### src/rtl/memory_access_pkg.sv
// Shared types for the memory-access pipeline stage.
// Holds the execute->mem and mem->writeback control bundles, the access-size
// and FSM state encodings, the datapath width and the default bus timeout.
package memory_access_pkg;

  localparam int XLEN         = 32;
  localparam int MEM_MAX_WAIT = 255;

  typedef struct packed {
    logic        mem;                // instruction touches data memory
    logic        iop;                // 1 = store, 0 = load
    logic [2:0]  fcs_opcode;         // [1:0] size, [2] zero-extend
    logic [4:0]  rd;
    logic [31:0] debug_instruction;
  } control_mem_s;

  typedef struct packed {
    logic [4:0]  rd;
    logic [31:0] debug_instruction;
  } control_wb_s;

  typedef enum logic [1:0] {
    MEM_BYTE = 2'b00,
    MEM_HALF = 2'b01,
    MEM_WORD = 2'b10
  } mem_size_e;

  typedef enum logic [1:0] {
    MEM_IDLE = 2'b00,
    MEM_REQ  = 2'b01,
    MEM_WAIT = 2'b10
  } mem_state_e;

  // fcs[1:0]: 00 byte, 01 half, 1x word
  function automatic mem_size_e decode_size(input logic [1:0] fcs);
    mem_size_e size;
    case (fcs)
      2'b00:   size = MEM_BYTE;
      2'b01:   size = MEM_HALF;
      default: size = MEM_WORD;
    endcase
    return size;
  endfunction

endpackage

### src/rtl/memory_access_if.sv
// Data-memory port bundle (req/gnt/rvalid handshake).
//   req/we/addr/be/wdata : driven by the requester (master)
//   gnt/rvalid/rdata     : driven by the memory (slave)
interface memory_access_if;
  import memory_access_pkg::*;

  logic            req;
  logic            we;
  logic [XLEN-1:0] addr;
  logic [3:0]      be;
  logic [XLEN-1:0] wdata;
  logic            gnt;
  logic            rvalid;
  logic [XLEN-1:0] rdata;

  modport master (
    output req, we, addr, be, wdata,
    input  gnt, rvalid, rdata
  );

  modport slave (
    input  req, we, addr, be, wdata,
    output gnt, rvalid, rdata
  );
endinterface

### src/rtl/memory_access_load_store_align.sv
// Combinational byte-lane logic for loads and stores.
//   i_size/i_unsigned/i_addr_lo : access shape
//   i_store_data -> o_be, o_wdata (lane-replicated store)
//   i_read_data  -> o_load_value (shifted and extended)
//   o_misaligned : half on odd address or word not on a 4-byte boundary
module memory_access_load_store_align
  import memory_access_pkg::*;
#(
  parameter int XLEN = memory_access_pkg::XLEN
) (
  input  mem_size_e       i_size,
  input  logic            i_unsigned,
  input  logic [1:0]      i_addr_lo,
  input  logic [XLEN-1:0] i_store_data,
  input  logic [XLEN-1:0] i_read_data,
  output logic [3:0]      o_be,
  output logic [XLEN-1:0] o_wdata,
  output logic [XLEN-1:0] o_load_value,
  output logic            o_misaligned
);

  logic [XLEN-1:0] shifted_s;
  logic            sign_fill_s;

  // Lane selection, replication and load extension per access size
  always_comb begin
    shifted_s    = i_read_data >> {i_addr_lo, 3'b000};
    sign_fill_s  = 1'b0;
    o_be         = 4'b0000;
    o_wdata      = '0;
    o_load_value = '0;
    o_misaligned = 1'b0;
    case (i_size)
      MEM_BYTE: begin
        sign_fill_s  = shifted_s[7] & ~i_unsigned;
        o_be         = 4'b0001 << i_addr_lo;
        o_wdata      = {4{i_store_data[7:0]}};
        o_load_value = {{(XLEN-8){sign_fill_s}}, shifted_s[7:0]};
        o_misaligned = 1'b0;
      end
      MEM_HALF: begin
        sign_fill_s  = shifted_s[15] & ~i_unsigned;
        o_be         = 4'b0011 << i_addr_lo;
        o_wdata      = {2{i_store_data[15:0]}};
        o_load_value = {{(XLEN-16){sign_fill_s}}, shifted_s[15:0]};
        o_misaligned = i_addr_lo[0];
      end
      MEM_WORD: begin
        o_be         = 4'b1111;
        o_wdata      = i_store_data;
        o_load_value = shifted_s;
        o_misaligned = (i_addr_lo != 2'b00);
      end
      default: begin
        o_be         = 4'b0000;
        o_wdata      = '0;
        o_load_value = '0;
        o_misaligned = 1'b1;
      end
    endcase
  end

endmodule

### src/rtl/memory_access.sv
// Memory-access pipeline stage.
//   i_valid/o_ready           : handshake with execute (ready only in IDLE)
//   i_control_signal, i_rd_output (address / ALU result), i_memory_data (store data)
//   dmem                      : data-memory req/gnt/rvalid port (master side)
//   o_valid (1-cycle pulse), o_control_signal, o_rd_data, o_misaligned, o_bus_error
module memory_access
  import memory_access_pkg::*;
#(
  parameter int XLEN     = memory_access_pkg::XLEN,
  parameter int MAX_WAIT = memory_access_pkg::MEM_MAX_WAIT
) (
  input  logic                   i_clk,
  input  logic                   i_rst,
  input  logic                   i_valid,
  output logic                   o_ready,
  input  control_mem_s           i_control_signal,
  input  logic [XLEN-1:0]        i_rd_output,
  input  logic [XLEN-1:0]        i_memory_data,
  memory_access_if.master        dmem,
  output logic                   o_valid,
  output control_wb_s            o_control_signal,
  output logic [XLEN-1:0]        o_rd_data,
  output logic                   o_misaligned,
  output logic                   o_bus_error
);

  // Same encoding as mem_state_e
  localparam logic [1:0] ST_IDLE = 2'b00;
  localparam logic [1:0] ST_REQ  = 2'b01;
  localparam logic [1:0] ST_WAIT = 2'b10;

  localparam logic [7:0] MAX_WAIT_C = 8'(MAX_WAIT);

  logic [1:0]      state_q, state_d;
  logic [7:0]      cnt_q, cnt_d;
  logic            iop_q, iop_d;
  logic [2:0]      fcs_q, fcs_d;
  logic [4:0]      rd_q, rd_d;
  logic [31:0]     dbg_q, dbg_d;
  logic [1:0]      addr_lo_q, addr_lo_d;
  logic            req_q, req_d;
  logic            we_q, we_d;
  logic [XLEN-1:0] addr_q, addr_d;
  logic [3:0]      be_q, be_d;
  logic [XLEN-1:0] wdata_q, wdata_d;
  logic            valid_q, valid_d;
  control_wb_s     wb_q, wb_d;
  logic [XLEN-1:0] rd_data_q, rd_data_d;
  logic            mis_q, mis_d;
  logic            berr_q, berr_d;

  mem_size_e       al_size_s;
  logic            al_unsigned_s;
  logic [1:0]      al_addr_lo_s;
  logic [3:0]      al_be_s;
  logic [XLEN-1:0] al_wdata_s;
  logic [XLEN-1:0] al_load_s;
  logic            al_mis_s;
  logic            accept_s;

  // The aligner serves the incoming op while idle and the captured op while busy
  always_comb begin
    if (state_q == ST_IDLE) begin
      al_size_s     = decode_size(i_control_signal.fcs_opcode[1:0]);
      al_unsigned_s = i_control_signal.fcs_opcode[2];
      al_addr_lo_s  = i_rd_output[1:0];
    end else begin
      al_size_s     = decode_size(fcs_q[1:0]);
      al_unsigned_s = fcs_q[2];
      al_addr_lo_s  = addr_lo_q;
    end
  end

  memory_access_load_store_align #(.XLEN(XLEN)) u_align (
    .i_size       (al_size_s),
    .i_unsigned   (al_unsigned_s),
    .i_addr_lo    (al_addr_lo_s),
    .i_store_data (i_memory_data),
    .i_read_data  (dmem.rdata),
    .o_be         (al_be_s),
    .o_wdata      (al_wdata_s),
    .o_load_value (al_load_s),
    .o_misaligned (al_mis_s)
  );

  assign accept_s = i_valid && (state_q == ST_IDLE);

  // FSM, capture registers and writeback result
  always_comb begin
    state_d   = state_q;
    cnt_d     = cnt_q;
    iop_d     = iop_q;
    fcs_d     = fcs_q;
    rd_d      = rd_q;
    dbg_d     = dbg_q;
    addr_lo_d = addr_lo_q;
    req_d     = req_q;
    we_d      = we_q;
    addr_d    = addr_q;
    be_d      = be_q;
    wdata_d   = wdata_q;
    valid_d   = 1'b0;
    wb_d      = wb_q;
    rd_data_d = rd_data_q;
    mis_d     = 1'b0;
    berr_d    = 1'b0;
    case (state_q)
      ST_IDLE: begin
        if (accept_s) begin
          iop_d     = i_control_signal.iop;
          fcs_d     = i_control_signal.fcs_opcode;
          rd_d      = i_control_signal.rd;
          dbg_d     = i_control_signal.debug_instruction;
          addr_lo_d = i_rd_output[1:0];
          if (!i_control_signal.mem) begin
            valid_d   = 1'b1;
            wb_d      = '{rd: i_control_signal.rd,
                          debug_instruction: i_control_signal.debug_instruction};
            rd_data_d = i_rd_output;
          end else if (al_mis_s) begin
            // Fault without touching the bus; rd=0 suppresses the write
            valid_d   = 1'b1;
            mis_d     = 1'b1;
            wb_d      = '{rd: 5'd0,
                          debug_instruction: i_control_signal.debug_instruction};
            rd_data_d = '0;
          end else begin
            state_d = ST_REQ;
            cnt_d   = 8'd0;
            req_d   = 1'b1;
            we_d    = i_control_signal.iop;
            addr_d  = {i_rd_output[XLEN-1:2], 2'b00};
            be_d    = al_be_s;
            wdata_d = i_control_signal.iop ? al_wdata_s : '0;
          end
        end else begin
          state_d = ST_IDLE;
        end
      end
      ST_REQ: begin
        if (dmem.gnt) begin
          req_d = 1'b0;
          if (iop_q) begin
            state_d   = ST_IDLE;
            valid_d   = 1'b1;
            wb_d      = '{rd: 5'd0, debug_instruction: dbg_q};
            rd_data_d = '0;
          end else if (dmem.rvalid) begin
            // Response arriving together with the grant belongs to this request
            state_d   = ST_IDLE;
            valid_d   = 1'b1;
            wb_d      = '{rd: rd_q, debug_instruction: dbg_q};
            rd_data_d = al_load_s;
          end else begin
            state_d = ST_WAIT;
            cnt_d   = cnt_q + 8'd1;
          end
        end else if (cnt_q == MAX_WAIT_C) begin
          state_d   = ST_IDLE;
          req_d     = 1'b0;
          valid_d   = 1'b1;
          berr_d    = 1'b1;
          wb_d      = '{rd: 5'd0, debug_instruction: dbg_q};
          rd_data_d = '0;
        end else begin
          cnt_d = cnt_q + 8'd1;
        end
      end
      ST_WAIT: begin
        if (dmem.rvalid) begin
          state_d   = ST_IDLE;
          valid_d   = 1'b1;
          wb_d      = '{rd: rd_q, debug_instruction: dbg_q};
          rd_data_d = al_load_s;
        end else if (cnt_q == MAX_WAIT_C) begin
          state_d   = ST_IDLE;
          valid_d   = 1'b1;
          berr_d    = 1'b1;
          wb_d      = '{rd: 5'd0, debug_instruction: dbg_q};
          rd_data_d = '0;
        end else begin
          cnt_d = cnt_q + 8'd1;
        end
      end
      default: begin
        state_d = ST_IDLE;
        req_d   = 1'b0;
      end
    endcase
  end

  // State and output registers with synchronous reset
  always_ff @(posedge i_clk) begin
    if (i_rst) begin
      state_q   <= ST_IDLE;
      cnt_q     <= 8'd0;
      iop_q     <= 1'b0;
      fcs_q     <= 3'd0;
      rd_q      <= 5'd0;
      dbg_q     <= 32'd0;
      addr_lo_q <= 2'd0;
      req_q     <= 1'b0;
      we_q      <= 1'b0;
      addr_q    <= '0;
      be_q      <= 4'd0;
      wdata_q   <= '0;
      valid_q   <= 1'b0;
      wb_q      <= '0;
      rd_data_q <= '0;
      mis_q     <= 1'b0;
      berr_q    <= 1'b0;
    end else begin
      state_q   <= state_d;
      cnt_q     <= cnt_d;
      iop_q     <= iop_d;
      fcs_q     <= fcs_d;
      rd_q      <= rd_d;
      dbg_q     <= dbg_d;
      addr_lo_q <= addr_lo_d;
      req_q     <= req_d;
      we_q      <= we_d;
      addr_q    <= addr_d;
      be_q      <= be_d;
      wdata_q   <= wdata_d;
      valid_q   <= valid_d;
      wb_q      <= wb_d;
      rd_data_q <= rd_data_d;
      mis_q     <= mis_d;
      berr_q    <= berr_d;
    end
  end

  assign o_ready          = (state_q == ST_IDLE);
  assign dmem.req         = req_q;
  assign dmem.we          = we_q;
  assign dmem.addr        = addr_q;
  assign dmem.be          = be_q;
  assign dmem.wdata       = wdata_q;
  assign o_valid          = valid_q;
  assign o_control_signal = wb_q;
  assign o_rd_data        = rd_data_q;
  assign o_misaligned     = mis_q;
  assign o_bus_error      = berr_q;

endmodule

### src/flat_wrapper.sv
// flat-port wrapper written by rule: the top's interface ports become plain ports
module memory_access_flat import memory_access_pkg::*;
#(
  parameter int XLEN     = memory_access_pkg::XLEN,
  parameter int MAX_WAIT = memory_access_pkg::MEM_MAX_WAIT
)
  (i_clk, i_rst, i_valid, o_ready, i_control_signal, i_rd_output, i_memory_data, o_valid, o_control_signal, o_rd_data, o_misaligned, o_bus_error, dmem_req, dmem_we, dmem_addr, dmem_be, dmem_wdata, dmem_gnt, dmem_rvalid, dmem_rdata);
  memory_access_if dmem_i ();
  input  logic i_clk;
  input  logic i_rst;
  input  logic i_valid;
  output logic o_ready;
  input  control_mem_s i_control_signal;
  input  logic [XLEN-1:0] i_rd_output;
  input  logic [XLEN-1:0] i_memory_data;
  output logic o_valid;
  output control_wb_s o_control_signal;
  output logic [XLEN-1:0] o_rd_data;
  output logic o_misaligned;
  output logic o_bus_error;
  output wire logic [$bits(dmem_i.req)-1:0] dmem_req;
  output wire logic [$bits(dmem_i.we)-1:0] dmem_we;
  output wire logic [$bits(dmem_i.addr)-1:0] dmem_addr;
  output wire logic [$bits(dmem_i.be)-1:0] dmem_be;
  output wire logic [$bits(dmem_i.wdata)-1:0] dmem_wdata;
  input wire logic [$bits(dmem_i.gnt)-1:0] dmem_gnt;
  input wire logic [$bits(dmem_i.rvalid)-1:0] dmem_rvalid;
  input wire logic [$bits(dmem_i.rdata)-1:0] dmem_rdata;
  assign dmem_req = dmem_i.req;
  assign dmem_we = dmem_i.we;
  assign dmem_addr = dmem_i.addr;
  assign dmem_be = dmem_i.be;
  assign dmem_wdata = dmem_i.wdata;
  assign dmem_i.gnt = dmem_gnt;
  assign dmem_i.rvalid = dmem_rvalid;
  assign dmem_i.rdata = dmem_rdata;
  memory_access #(.XLEN(XLEN), .MAX_WAIT(MAX_WAIT)) u_core (.i_clk(i_clk), .i_rst(i_rst), .i_valid(i_valid), .o_ready(o_ready), .i_control_signal(i_control_signal), .i_rd_output(i_rd_output), .i_memory_data(i_memory_data), .dmem(dmem_i), .o_valid(o_valid), .o_control_signal(o_control_signal), .o_rd_data(o_rd_data), .o_misaligned(o_misaligned), .o_bus_error(o_bus_error));
endmodule
### config.mk
export PLATFORM = sky130hd
export DESIGN_NAME = memory_access_flat
export DESIGN_NICKNAME = d
export VERILOG_FILES = /design/src/rtl/memory_access_pkg.sv /design/src/rtl/memory_access_if.sv /design/src/rtl/memory_access_load_store_align.sv /design/src/rtl/memory_access.sv /design/src/flat_wrapper.sv
export SDC_FILE = /design/constraint.sdc
export NUM_CORES = 1
export LEC_CHECK = 0
export CAP_MARGIN = 20
export CORE_ASPECT_RATIO = 0.7
export CORE_MARGIN = 3
export CORE_UTILIZATION = 46
export DETAILED_ROUTE_END_ITERATION = 8
export PLACE_DENSITY_LB_ADDON = 0.15
export SLEW_MARGIN = 20
export SYNTH_ARGS = -nofsm -noshare
export SYNTH_HDL_FRONTEND = slang
export SYNTH_SLANG_ARGS = --single-unit
### constraint.sdc
create_clock -name i_clk -period 3.2 [get_ports i_clk]
set_input_delay 0.48 -clock i_clk [delete_from_list [all_inputs] [get_ports i_clk]]
set_output_delay 0.48 -clock i_clk [all_outputs]
set_load 0.01 [all_outputs]
# Word level (Yosys, flattened, before mapping)
# Index checks and enable logic that the tools add are counted.
# word_totals
register_bits	193
input_bits	143
out_inout_bits	143
elab_cells	126
# classes
addsub	1
n_eq_ne	18
shifts	3
mux	64
n_bitwise	8
reduce_logical	14
# op_table
operator	count
37-bit two-way mux	8
32-bit two-way mux	9
32-bit case mux with 3 select lines	3
37-bit case mux with 3 select lines	1
8-bit two-way mux	8
32-bit by 5-bit >> shifter with 32-bit output	1
8-bit case mux with 3 select lines	1
2-bit two-way mux	10
1-bit two-way mux	16
3-bit != test (second input constant)	4
4-bit case mux with 3 select lines	1
1-bit case mux with 3 select lines	3
8-bit by 1-bit adder with 8-bit output (second input constant)	1
2-bit by 1-bit equality test with 1-bit output (second input constant)	4
8-bit equality test (second input constant)	1
2-bit zero test	4
2-bit case mux with 2 select lines	2
4-bit AND reduction	2
7-bit AND reduction	1
3-bit by 2-bit != test with 1-bit output (second input constant)	2
1-bit NOT	6
2-bit case mux with 3 select lines	1
5-bit AND reduction	1
2-bit equality test (second input constant)	2
other kinds (12)	16

# Longest topological paths before layout
# depth
depth_word	9
mapped_depth	13
mapped_depth_nobuf	8

# Cells and area by module
# A second synthesis with hierarchy kept.
# unflattened
hier_cells	1117
area_unflattened_um2	9108.7
# modules_own_cells
mod	n_inst	cells_per_inst	area_per_inst_um2	seq_area_each_um2
memory_access	1	928	7941.4	3863.7
memory_access_load_store_align	1	189	1167.4	0.0

# Worst setup path after synthesis
# Ideal clock, no wire load.
# synth_timing
kind	flip-flop to flip-flop
from	register u_core.state_q[0]
to	register u_core.rd_data_q[13], in the netlist u_core.o_rd_data[13]
setup_ps	122
arrival_time_ps	2447
required_time_ps	3078
slack_ps	632
path_stages_with_launch	10
path_buffers	2
synth_period_minus_slack_ps	2568
path_cell_list	dfxtp_1 inv_1 ha_1 buf_6 mux2i_2 buf_2 mux2_2 a221oi_1 nor4_1 a221o_1
# synth_between
elab_chain_cells	9
word_cells_on_any_way	26
cone_classes	eq/ne (7); shift (1); mux (10); bitwise (2); reduce/logical (6)
# synth_rtl
item	line_no	text
start: declaration	memory_access.sv:34	logic [1:0] state_q, state_d;
start signal: assignment	memory_access.sv:213	state_q <= state_d;
2-bit zero test *	-	
net o_ready	flat_wrapper.sv:12	output logic o_ready;
2-bit two-way mux or 1-bit two-way mux (tied branches)	memory_access.sv:63	if (state_q == ST_IDLE) begin
32-bit by 5-bit >> shifter with 32-bit output or 1-bit NOT (tied branches)	memory_access_load_store_align.sv:27, memory_access_load_store_align.sv:35	
1-bit bitwise AND	memory_access_load_store_align.sv:35	sign_fill_s = shifted_s[7] & ~i_unsigned;
32-bit case mux with 3 select lines	memory_access_load_store_align.sv:33	case (i_size)
32-bit two-way mux	memory_access.sv:148	end else if (dmem.rvalid) begin
32-bit two-way mux	memory_access.sv:143	if (iop_q) begin
32-bit two-way mux	memory_access.sv:141	if (dmem.gnt) begin
32-bit case mux with 3 select lines	memory_access.sv:107	case (state_q)
end signal: assignment	memory_access.sv:227	rd_data_q <= rd_data_d;
end: declaration	memory_access.sv:48	logic [XLEN-1:0] rd_data_q, rd_data_d;
# Mark *: on every way through the listed nets, which the timed path passes. The rest lies on a longest branch. The select of a mux whose other input is x is not followed.
# A chain may end at the register's enable or synchronous reset.

# Worst setup path in the final report
# layout_timing
from	register u_core.state_q[0]
to	register u_core.wdata_q[2], in the netlist u_core.dmem.wdata[2]
# layout_between
elab_chain_cells	6
word_cells_on_any_way	13
cone_classes	eq/ne (2); mux (5); bitwise (1); reduce/logical (5)
# layout_rtl
item	line_no	text
2-bit zero test *	memory_access.sv:63, memory_access.sv:86, memory_access.sv:107	
2-bit two-way mux	memory_access.sv:63	
2-bit equality test (tied with other cells)	memory_access_load_store_align.sv:33	
1-bit case mux with 3 select lines	memory_access_load_store_align.sv:33	
1-bit NOT (no source line)	-	
4-bit AND reduction (no source line)	-	
end signal: assignment	memory_access.sv:224	wdata_q <= wdata_d;
end: declaration	memory_access.sv:45	logic [XLEN-1:0] wdata_q, wdata_d;
# Mark *: on every way between the ends. The rest lies on a longest branch, timed or not.

==> out/metrics.csv <==
stage;metric;value;unit
yosys;syn_area_per_cell;8.51;um^2
timing;fin_setup_tns;0;ns
yosys;yosys.area.top_type_share;0.440;
critical_path;worstPathArrival;3.28;ns
power_and_ir_drop;p_switching;0.00167;W
layout;area_delta_synth_final;42.1;%
cts;clk_latency;0.44;ns
yosys;synthArstFlopShare;0;
critical_path;slowest_stage;and3_1;
critical_path;path_delay_family;buffers and inverters;
floorplan;pin_count;286;
timing;rsz0062_at_grt;false;
placement;dp_hpwl;21600;um
timing;fin_skew;0.0125;ns
yosys;synth_area_leaders;dfxtp_1, nand2_1, a21oi_1;
detailed_routing;final_antenna_net_count;0;
min_path;min_path_type;reg -> reg;
timing;fin_crit_sh;0.907;
critical_path;path_buf_inv;3;
power_and_ir_drop;leakagePower;4.44;nW
min_path;hold_start;u_core.dbg_q[15];
critical_path;crit_type;reg -> reg;
cts;cts_root_buf;clkbuf_16;
yosys;syn_inst;1032;
yosys;ys_warn_count;0;
flow_run;cap_viol_max_count;0;
detailed_routing;drt_iter0_markers;1167;
critical_path;timing.rr.start;u_core.state_q[0];
grt;grt_pass1_wl;45800;um
placement;port_buffers;283;
yosys;synth.distinct_cells;68;
floorplan;design.core.area;18400;um^2
detailed_routing;wl;30000;um
power_and_ir_drop;internal_power;0.00426;W
power_and_ir_drop;swShare;0.282;
power_and_ir_drop;max-vdd-ir-drop;0.258;mV
yosys;ys_ff_latch;193;
power_and_ir_drop;powerDensity;475;nW/um^2
timing;max_slew_margin;0.313;
placement;dp.cells;1505;
grt;overflow;0;
timing;min_period;2.90;ns
cts;postCtsSetupBuffers;0;
cts;clkTransAtPathRegs;0.07;ns
grt;grt_max_degree;65;
timing;final_hold_viol_count;0;
critical_path;startpoint_type;flop;
detailed_routing;drc;0;
yosys;netlist_area;8790;um^2
critical_path;crit_start;u_core.state_q[0];
power_and_ir_drop;total_power;0.00593;W
floorplan;initial_core_util;0.478;
power_and_ir_drop;p_seq_frac;0.439;
timing;tightest_slew;1.02;ns
timing;finalSetupViolCount;0;
floorplan;die_w;171;um
run_status;status;complete, no violations;
detailed_routing;vias;8995;
cts;clockBufferDepth;2;
timing;fmax;345;MHz
grt;grt_pass1_vias;8248;
layout;fin_nets;1436;
yosys;synth_edf_count;0;
yosys;synthFlopType;dfxtp_1;
detailed_routing;dr.pass1.iters;6;
detailed_routing;vias_per_cell;5.85;
cts;clock_sinks;193;
cts;htreeDepth;4;
floorplan;fp.dieArea;20800;um^2
grt;grtUsageTotal;0.278;
cts;cts_inserted_buffers;17;
detailed_routing;wl_per_cell;19.5;um
yosys;ys_seq_area_frac;0.440;
critical_path;worstPathRequired;3.58;ns
floorplan;rows;41;
layout;final_cells;1538;
critical_path;cp_max_fo;40;
placement;routabilityCongestion;0.939;
grt;antenna_found_initial;2;
layout;drive_gt1_frac;0.0754;
timing;drv_slew;0;
power_and_ir_drop;pwr-share-comb;0.192;
yosys;synth_top_area_cell;dfxtp_1;
floorplan;die_h;122;um
power_and_ir_drop;pwr-share-clk;0.369;
critical_path;max_stage_delay;0.45;ns
critical_path;rrSetupSlack;0.30;ns
cts;cts_tree;yes;
critical_path;crit_chain;inv_1 -> ha_2 -> buf_4 -> mux2i_1 -> o2bb2ai_2 -> and3_1 -> buf_4 -> and3_1 -> a22o_1;
critical_path;critPathCaptureType;flop;
power by group through the flow:
stage	clock, W	sequential [W]	combinational (W)
6_report	0.00219	0.00260	0.00114
5_1_grt	0.00232	0.00262	0.00123
3_3_place_gp	0	0.00266	0.00111
2_1_floorplan	0	0.00268	0.000516
3_5_place_dp	0	0.00266	0.00112
4_1_cts	0.00222	0.00260	0.00113
timing repair:
item	4_1_cts	5_1_grt
resized for setup	0	2
hold buffers	0	0
endpoints found under the setup margin	0	32
flip-flops by register name, summed over array words and instances, names as in the netlist, 2 cells and up:
register / cells
u_core.addr_lo_q: 2
u_core.cnt_q: 8
u_core.dbg_q: 32
u_core.dmem.addr: 30
u_core.dmem.be: 4
u_core.dmem.wdata: 32
u_core.fcs_q: 3
u_core.o_control_signal: 37
u_core.o_rd_data: 32
u_core.rd_q: 5
u_core.state_q: 2
layout by cell type, fill, tap and decap left out, types with 8 or more instances in the layout:
cell type and n:
nor4_1 8, nand2_1 192, buf_4 41, a22oi_1 53, nor3_1 9, a211oi_1 11
o211ai_1 10, dfxtp_1 193, nor2_1 38, clkdlybuf4s50_1 282, o21ai_0 31, a222oi_1 8
nand2b_1 14, nor2b_1 10, a21oi_1 143, mux2i_1 25, a22o_1 14, nor3b_1 12
o2bb2ai_1 64, clkbuf_16 17, inv_1 10
area by class of cell:
class	count	area, um^2
clock buffer	17	425
inverter	10	37.5
fill	1535	5880
sequential	193	3860
timing repair buffer	324	3150
clock inverter	14	171
tap	236	295
antenna	2	5.00
multi-input combinational	742	4540
final timing paths:
kind | endpoint | cells after the start
max | u_core.dmem.wdata[2] | 9
min | u_core.o_control_signal[15] | 1
max reg2reg | u_core.dmem.wdata[2] | 9
min reg2reg | u_core.o_control_signal[15] | 1
per-stage QoR:
stage                     hold WS [ns]  utilization  area (um^2)  setup WS [ns]
after global placement           0.436        0.646        11900          0.140
after global routing             0.447        0.680        12500          0.146
after detailed placement         0.442        0.646        11900        -0.0213
after floorplan                  0.432            -         8790          0.632
after CTS                        0.438        0.679        12500         0.0428
final                            0.445        0.680        12500          0.299
cells in the mapped netlist (all sizes together), types with 2 or more instances:
master,count
a221oi,7
mux2,9
a311oi,2
a22o,14
nor3,10
nand2,192
a211oi,12
dfxtp,193
a22oi,53
or3,4
buf,31
o2bb2ai,65
clkbuf,57
nor3b,12
xnor2,2
ha,5
nand4b,7
or4,2
nor4,8
nor2,40
a32o,2
mux2i,27
o21ai,35
nand2b,14
nor2b,10
o211ai,10
and2,7
and3,4
a222oi,8
nand3,6
a21oi,143
a221o,7
xor2,2
inv,10
routing by layer:
metal / part of all wire / GRT usage / up-vias / routed length (um)
met1: 0.44 / 0.400 / 4177 / 13200
met2: 0.43 / 0.403 / 493 / 12900
met4: 0.021 / 0.0829 / 2 / 631
li1: - / - / 4269 / -
met3: 0.11 / 0.0853 / 54 / 3280
met5: 0.00037 / 0 / - / 11
cell families after synthesis:
kind of cell               share of synthesized area
AOI/OAI and AO/OA                              0.287
xor gates and xnor gates                     0.00399
adders and majority gates                    0.00712
buffers and inverters                         0.0478
DFF                                            0.440
muxes                                         0.0440
other                                       0.000427
and+or+nand+nor                                0.169
Note: power is estimated with default switching activity, not from simulation.
